==> config.mk <==
export PLATFORM = sky130hd
export DESIGN_NAME = instr_sequencer_flat
export DESIGN_NICKNAME = d
export VERILOG_FILES = /design/src/rtl/instr_sequencer_pkg.sv /design/src/rtl/instr_sequencer_if.sv /design/src/rtl/instr_sequencer_prog_ram.sv /design/src/rtl/instr_sequencer.sv /design/src/flat_wrapper.sv
export SDC_FILE = /design/constraint.sdc
export NUM_CORES = 1
export LEC_CHECK = 0
export BUFFER_PORTS_ARGS = -buffer_cell sky130_fd_sc_hd__buf_2
export CAP_MARGIN = 15
export CORE_ASPECT_RATIO = 1.4
export CORE_MARGIN = 4
export CORE_UTILIZATION = 55
export DETAILED_ROUTE_END_ITERATION = 12
export PLACE_DENSITY = 0.7
export SLEW_MARGIN = 20
export SYNTH_ARGS = -nofsm -noshare
export SYNTH_HDL_FRONTEND = slang
export SYNTH_SLANG_ARGS = --single-unit
export TNS_END_PERCENT = 5
==> constraint.sdc <==
create_clock -name clk -period 4.13 [get_ports clk]
set_input_delay 0.413 -clock clk [delete_from_list [all_inputs] [get_ports clk]]
set_output_delay 0.413 -clock clk [all_outputs]
set_load 0.03 [all_outputs]
==> src/rtl/instr_sequencer_pkg.sv <==
// seq_pkg: shared types and constants for the instruction sequencer.
//   seq_state_e  - FSM state encoding (PAUSE only reachable with single-step support)
//   HALT_OPCODE  - opcode that ends a program
//   OPC_MSB/LSB  - opcode field position inside a 16-bit instruction word
package seq_pkg;

    typedef enum logic [2:0] {
        IDLE      = 3'd0,
        FETCH     = 3'd1,
        ISSUE     = 3'd2,
        WAIT_ACK  = 3'd3,
        WAIT_DONE = 3'd4,
        DONE      = 3'd5,
        ERR       = 3'd6,
        PAUSE     = 3'd7
    } seq_state_e;

    localparam logic [2:0] HALT_OPCODE = 3'b111;
    localparam int         OPC_MSB     = 15;
    localparam int         OPC_LSB     = 13;

    function automatic logic is_halt(input logic [15:0] instr);
        return instr[OPC_MSB:OPC_LSB] == HALT_OPCODE;
    endfunction

endpackage

==> src/rtl/instr_sequencer_if.sv <==
// instr_sequencer_if: cpu handshake plus program-load bus.
//   cpu_in/cpu_load/cpu_s : sequencer -> cpu instruction issue
//   cpu_w                 : cpu -> sequencer wait flag (1 = cpu idle)
//   prog_we/addr/data     : host -> sequencer program RAM write port
// master = sequencer side, slave = cpu/host side.
interface instr_sequencer_if #(
    parameter int AW = 4
);
    logic [15:0]   cpu_in;
    logic          cpu_load;
    logic          cpu_s;
    logic          cpu_w;
    logic          prog_we;
    logic [AW-1:0] prog_addr;
    logic [15:0]   prog_data;

    modport master (
        output cpu_in, cpu_load, cpu_s,
        input  cpu_w, prog_we, prog_addr, prog_data
    );

    modport slave (
        input  cpu_in, cpu_load, cpu_s,
        output cpu_w, prog_we, prog_addr, prog_data
    );
endinterface

==> src/rtl/instr_sequencer_prog_ram.sv <==
// prog_ram: DEPTH x 16 program store, synchronous write, asynchronous read.
//   clk   - write clock
//   we    - write enable (already qualified by the caller)
//   waddr - write address, wdata - write data
//   raddr - read address, rdata - combinational read data
// Contents are not reset.
module prog_ram #(
    parameter int AW    = 4,
    parameter int DEPTH = 16
) (
    input  logic          clk,
    input  logic          we,
    input  logic [AW-1:0] waddr,
    input  logic [15:0]   wdata,
    input  logic [AW-1:0] raddr,
    output logic [15:0]   rdata
);
    logic [15:0] mem [DEPTH];

    always_ff @(posedge clk) begin
        if (we) begin
            mem[waddr] <= wdata;
        end
    end

    assign rdata = mem[raddr];
endmodule

==> src/rtl/instr_sequencer.sv <==
// instr_sequencer: feeds a program from local RAM to the cpu one instruction
// at a time (load pulse, start pulse, then wait for cpu_w to fall and rise).
// Ports:
//   clk, reset     - clock, asynchronous active-high reset
//   start          - run from pc 0 (accepted in IDLE/DONE/ERR)
//   step           - single-step advance, only with INSTR_SEQ_STEP_EN defined
//   bus (master)   - cpu handshake and program RAM write port
//   pc             - address of the current instruction
//   busy/done/err  - status decodes of the FSM state
// Build option: INSTR_SEQ_STEP_EN adds the step port and the PAUSE state.
//
// state     | meaning
// ----------+-----------------------------------------------------------
// IDLE      | after reset, waiting for start; RAM writable
// FETCH     | mem[pc] on cpu_in; load pulse unless it is HALT
// ISSUE     | start pulse to the cpu, ack timer cleared
// WAIT_ACK  | waiting for cpu_w to fall, bounded by ACK_TIMEOUT
// WAIT_DONE | cpu executing; advance pc when cpu_w rises again
// DONE      | HALT fetched or last word executed; RAM writable
// ERR       | cpu never acknowledged; sticky until start/reset
// PAUSE     | single-step hold between instructions (step build only)
module instr_sequencer
    import seq_pkg::*;
#(
    parameter int AW          = 4,
    parameter int DEPTH       = 16,
    parameter int ACK_TIMEOUT = 4
) (
    input  logic          clk,
    input  logic          reset,
    input  logic          start,
`ifdef INSTR_SEQ_STEP_EN
    input  logic          step,
`endif
    instr_sequencer_if.master bus,
    output logic [AW-1:0] pc,
    output logic          busy,
    output logic          done,
    output logic          err
);
    localparam int            CW      = $clog2(ACK_TIMEOUT) + 1;
    localparam logic [CW-1:0] TO_LAST = CW'(ACK_TIMEOUT - 1);
    localparam logic [AW-1:0] PC_LAST = AW'(DEPTH - 1);

    seq_state_e    state, state_nxt;
    logic [AW-1:0] pc_nxt;
    logic [CW-1:0] ack_cnt, ack_cnt_nxt;
    logic [15:0]   instr;
    logic          ram_we;

    // Programming is only safe while nothing is being issued.
    assign ram_we = bus.prog_we && (state == IDLE || state == DONE || state == ERR);

    prog_ram #(
        .AW    (AW),
        .DEPTH (DEPTH)
    ) u_prog_ram (
        .clk   (clk),
        .we    (ram_we),
        .waddr (bus.prog_addr),
        .wdata (bus.prog_data),
        .raddr (pc),
        .rdata (instr)
    );

`ifdef INSTR_SEQ_STEP_EN
    logic step_q;
    logic step_rise;

    always_ff @(posedge clk or posedge reset) begin
        if (reset) begin
            step_q <= 1'b0;
        end else begin
            step_q <= step;
        end
    end

    assign step_rise = step && !step_q;
`endif

    always_ff @(posedge clk or posedge reset) begin
        if (reset) begin
            state   <= IDLE;
            pc      <= '0;
            ack_cnt <= '0;
        end else begin
            state   <= state_nxt;
            pc      <= pc_nxt;
            ack_cnt <= ack_cnt_nxt;
        end
    end

    always_comb begin
        state_nxt   = state;
        pc_nxt      = pc;
        ack_cnt_nxt = ack_cnt;
        case (state)
            IDLE, DONE, ERR: begin
                if (start) begin
                    state_nxt = FETCH;
                    pc_nxt    = '0;
                end
            end
            FETCH: begin
                state_nxt = is_halt(instr) ? DONE : ISSUE;
            end
            ISSUE: begin
                state_nxt   = WAIT_ACK;
                ack_cnt_nxt = '0;
            end
            WAIT_ACK: begin
                if (!bus.cpu_w) begin
                    state_nxt = WAIT_DONE;
                end else if (ack_cnt == TO_LAST) begin
                    state_nxt = ERR;
                end else begin
                    ack_cnt_nxt = ack_cnt + CW'(1);
                end
            end
            WAIT_DONE: begin
                if (bus.cpu_w) begin
                    // End of RAM terminates the program; pc never wraps.
                    if (pc == PC_LAST) begin
                        state_nxt = DONE;
                    end else begin
`ifdef INSTR_SEQ_STEP_EN
                        state_nxt = PAUSE;
`else
                        state_nxt = FETCH;
                        pc_nxt    = pc + AW'(1);
`endif
                    end
                end
            end
`ifdef INSTR_SEQ_STEP_EN
            PAUSE: begin
                if (step_rise) begin
                    state_nxt = FETCH;
                    pc_nxt    = pc + AW'(1);
                end
            end
`endif
            default: begin
                state_nxt = IDLE;
            end
        endcase
    end

    assign bus.cpu_in   = instr;
    assign bus.cpu_load = (state == FETCH) && !is_halt(instr);
    assign bus.cpu_s    = (state == ISSUE);
    assign busy         = (state == FETCH) || (state == ISSUE) || (state == WAIT_ACK) ||
                          (state == WAIT_DONE) || (state == PAUSE);
    assign done         = (state == DONE);
    assign err          = (state == ERR);
endmodule

==> src/flat_wrapper.sv <==
// flat-port wrapper written by rule: the top's interface ports become plain ports
module instr_sequencer_flat import seq_pkg::*;
#(
    parameter int AW          = 4,
    parameter int DEPTH       = 16,
    parameter int ACK_TIMEOUT = 4
)
  (clk, reset, start, pc, busy, done, err, bus_cpu_in, bus_cpu_load, bus_cpu_s, bus_cpu_w, bus_prog_we, bus_prog_addr, bus_prog_data);
  instr_sequencer_if #(.AW(AW)) bus_i ();
  input  logic clk;
  input  logic reset;
  input  logic start;
  output logic [AW-1:0] pc;
  output logic busy;
  output logic done;
  output logic err;
  output wire logic [$bits(bus_i.cpu_in)-1:0] bus_cpu_in;
  output wire logic [$bits(bus_i.cpu_load)-1:0] bus_cpu_load;
  output wire logic [$bits(bus_i.cpu_s)-1:0] bus_cpu_s;
  input wire logic [$bits(bus_i.cpu_w)-1:0] bus_cpu_w;
  input wire logic [$bits(bus_i.prog_we)-1:0] bus_prog_we;
  input wire logic [$bits(bus_i.prog_addr)-1:0] bus_prog_addr;
  input wire logic [$bits(bus_i.prog_data)-1:0] bus_prog_data;
  assign bus_cpu_in = bus_i.cpu_in;
  assign bus_cpu_load = bus_i.cpu_load;
  assign bus_cpu_s = bus_i.cpu_s;
  assign bus_i.cpu_w = bus_cpu_w;
  assign bus_i.prog_we = bus_prog_we;
  assign bus_i.prog_addr = bus_prog_addr;
  assign bus_i.prog_data = bus_prog_data;
  instr_sequencer #(.AW(AW), .DEPTH(DEPTH), .ACK_TIMEOUT(ACK_TIMEOUT)) u_core (.clk(clk), .reset(reset), .start(start), .bus(bus_i), .pc(pc), .busy(busy), .done(done), .err(err));
endmodule
==> flow_summary.ini <==
[sta]
max_freq_ghz = 0.3020
finClkSkew_ns = 0.01032
period_share_pct = 80.16
hold_viol_final = 0
fin_crit_ns = 3.311
tightest_slew_ns = 0.7477
fin_ws_ns = 0.8192
rsz0062_at_grt = false
tns_ns = 0
slew_viol_final = 0
slew_headroom_pct = 49.88
holdWs_ns = 0.2710
setup_viol = 0

[synthesis]
synthCells = 472
avgSynthCellArea_um2 = 22.43
yosysSeqAreaShare_pct = 74.96
synth_fp_nets = 500
synth.largest_area_cell = edfxtp_1
synth_flop_cell = edfxtp_1
synth_area_leaders = edfxtp_1, mux4_2, mux4_1
synth_top_area_share_pct = 72.60
synth_warnings = 0
ys_seq_elements = 266
yosysUniqueCellTypes = 44
synth_edf_count = 256
async_flop_share_pct = 3.759
syn_area_um2 = 10590

[job]
cap_violations = 0

[layout]
syn2layout_area_growth_pct = 13.67
layout.nets = 579
fillers = 1275
regArea_um2 = 7943
multi_input_comb_area_um2 = 2462
final_cell_mix = edfxtp_1, buf_2, mux4_2, mux4_1, clkbuf_16
drive_above_1_share_pct = 32.16
fin_util_pct = 64.19
final_common_cell = edfxtp_1

[floorplanning]
die_w_um = 125.3
core_um2 = 18750
row_count = 59
die_h_um = 172.2
dieArea_um2 = 21570
ios = 50
initial_utilization_pct = 56.47

[cts]
ctsResizeCount = 0
cts_hold_buf = 1
cts_root_buf = clkbuf_16
post-cts-setup-buffer-count = 0
clk_latency_ns = 0.51
cts.path.max_buffers = 3
cts_sinks = 266
clkTransAtPathRegs_ns = 0.07
cts_tree = yes
ctsHtreeMaxLevel = 1
cts_made_buffers = 25

[worst_setup_path]
startpoint_type = flop
cp_max_fo = 39
crit_required_ns = 3.72
cp.arrival_ns = 2.90
path_class = reg2out
end_kind = primary output

[detailed_routing]
wl_met3_um = 1415
dr.max_layer_used = met4
m1WireLength_um = 8646
drtAntennaViolNets = 0
drtPass1Iterations = 5
wirelength_um = 21570
vias = 5109
wl_met2_um = 10980
vias_per_cell = 6.276
drt_iter0_drc = 539
wl_per_cell_um = 26.50
drt_drc_violations_left = 0

[global_route]
overflow = 0
grt_pass1_wl_um = 32380
grt_antenna_before_repair = 0
grt_max_degree = 40
grt.total_usage_pct = 20.21
grt_pass1_vias = 5173

[pwr]
power_frac_seq_pct = 48.7
p_per_area_nw_per_um2 = 536.2
internal-power_mw = 4.874
power_frac_clock_pct = 35.4
leakage_nw = 3.897
p_sw_mw = 1.580
vdd_drop_max_mv = 0.5264
p_comb_share_pct = 15.9
switching_share_pct = 24.49
p_total_mw = 6.454

[placed_design]
pre_cts_ws_ns = 1.303
port_buffers = 49
post-dp-hpwl_um = 12380
globalplace.congestion = 0.8827

[hold_path]
hold_path.class = in2reg

[status]
status = finished, final reports clean
logic make-up after synthesis:
group / count (synthesis) / synth area share, %
flip-flops: 266 / 74.96
multiplexers: 78 / 17.50
AND/OR/NAND/NOR: 64 / 2.931
buffers and inverters: 31 / 2.257
AO/OA/AOI/OAI: 28 / 1.820
adder cells (fa/ha/maj): 4 / 0.4491
XOR/XNOR: 1 / 0.08273
per-stage QoR:
step / cell area, µm² / instances
floorplan: 10590 / 472
global placement: 11200 / 767
detailed placement: 11200 / 767
CTS: 12030 / 813
global route: 12030 / 813
finish: 12040 / 814
critical path: stages (launching register included):
cell	delay (ns)
dfrtp_4	0.65
buf_12	0.32
mux4_2	0.55
a22oi_1	0.18
nand3_1	0.13
nand3_1	0.15
and2_1	0.16
buf_2	0.19
synth_stat cells (2+ instances only):
master / instances
edfxtp_1: 256
mux4_2: 48
mux4_1: 29
nor2_1: 21
nand2_1: 13
dfrtp_1: 10
nand3_1: 9
inv_1: 8
o21ai_0: 8
buf_2: 7
nand2b_1: 6
a22oi_1: 4
buf_4: 4
buf_6: 4
nor3_1: 4
ha_1: 3
nor2b_1: 3
a22o_1: 2
and2_1: 2
buf_12: 2
clkbuf_4: 2
dlymetal6s2s_1: 2
nand3b_1: 2
o211ai_1: 2
o22ai_1: 2
cell type report:
cell class	count	area share (%)
clock buffers	26	5.229
multi-input cells	175	20.46
diodes	1	0.02079
repair buffers	75	3.888
well taps	244	2.536
clock inverters	19	1.632
flip-flops and latches	266	65.99
inverters	8	0.2495
routing by layer:
metal  vias up  GRT usage, %
met5         -             0
met4         0         5.613
met3        46         3.090
met2       199         34.09
met1      2698         28.21
li1       2166             -
path summary, 6_finish.rpt:
kind,from,slack [ns],end,cells after the start
max in group asynchronous,reset,3.37,u_core.pc[0],3
max,u_core.pc[0],0.82,bus_cpu_load,7
min,bus_prog_data[14],0.27,u_core.u_prog_ram.mem[9][14],1
min in group asynchronous,reset,0.43,u_core.state[1],3
min reg2reg,u_core.ack_cnt[0],0.50,u_core.ack_cnt[0],1
max reg2reg,u_core.state[0],1.24,u_core.u_prog_ram.mem[4][8],6
power groups by stage:
| stage | clock [mW] | sequential (mW) | combinational [mW] |
|---|---|---|---|
| after global placement | 0 | 3.19 | 1.00 |
| final | 2.28 | 3.14 | 1.03 |
| after CTS | 2.33 | 3.14 | 1.04 |
| after detailed placement | 0 | 3.20 | 1.03 |
| after global routing | 2.45 | 3.15 | 1.10 |
| after floorplan | 0 | 3.13 | 0.878 |
registers in the layout, indices dropped and copies added (netlist names):
name                   flops
u_core.pc                  4
u_core.ack_cnt             3
u_core.state               3
u_core.u_prog_ram.mem    256
(Power assumes the default switching activity.)
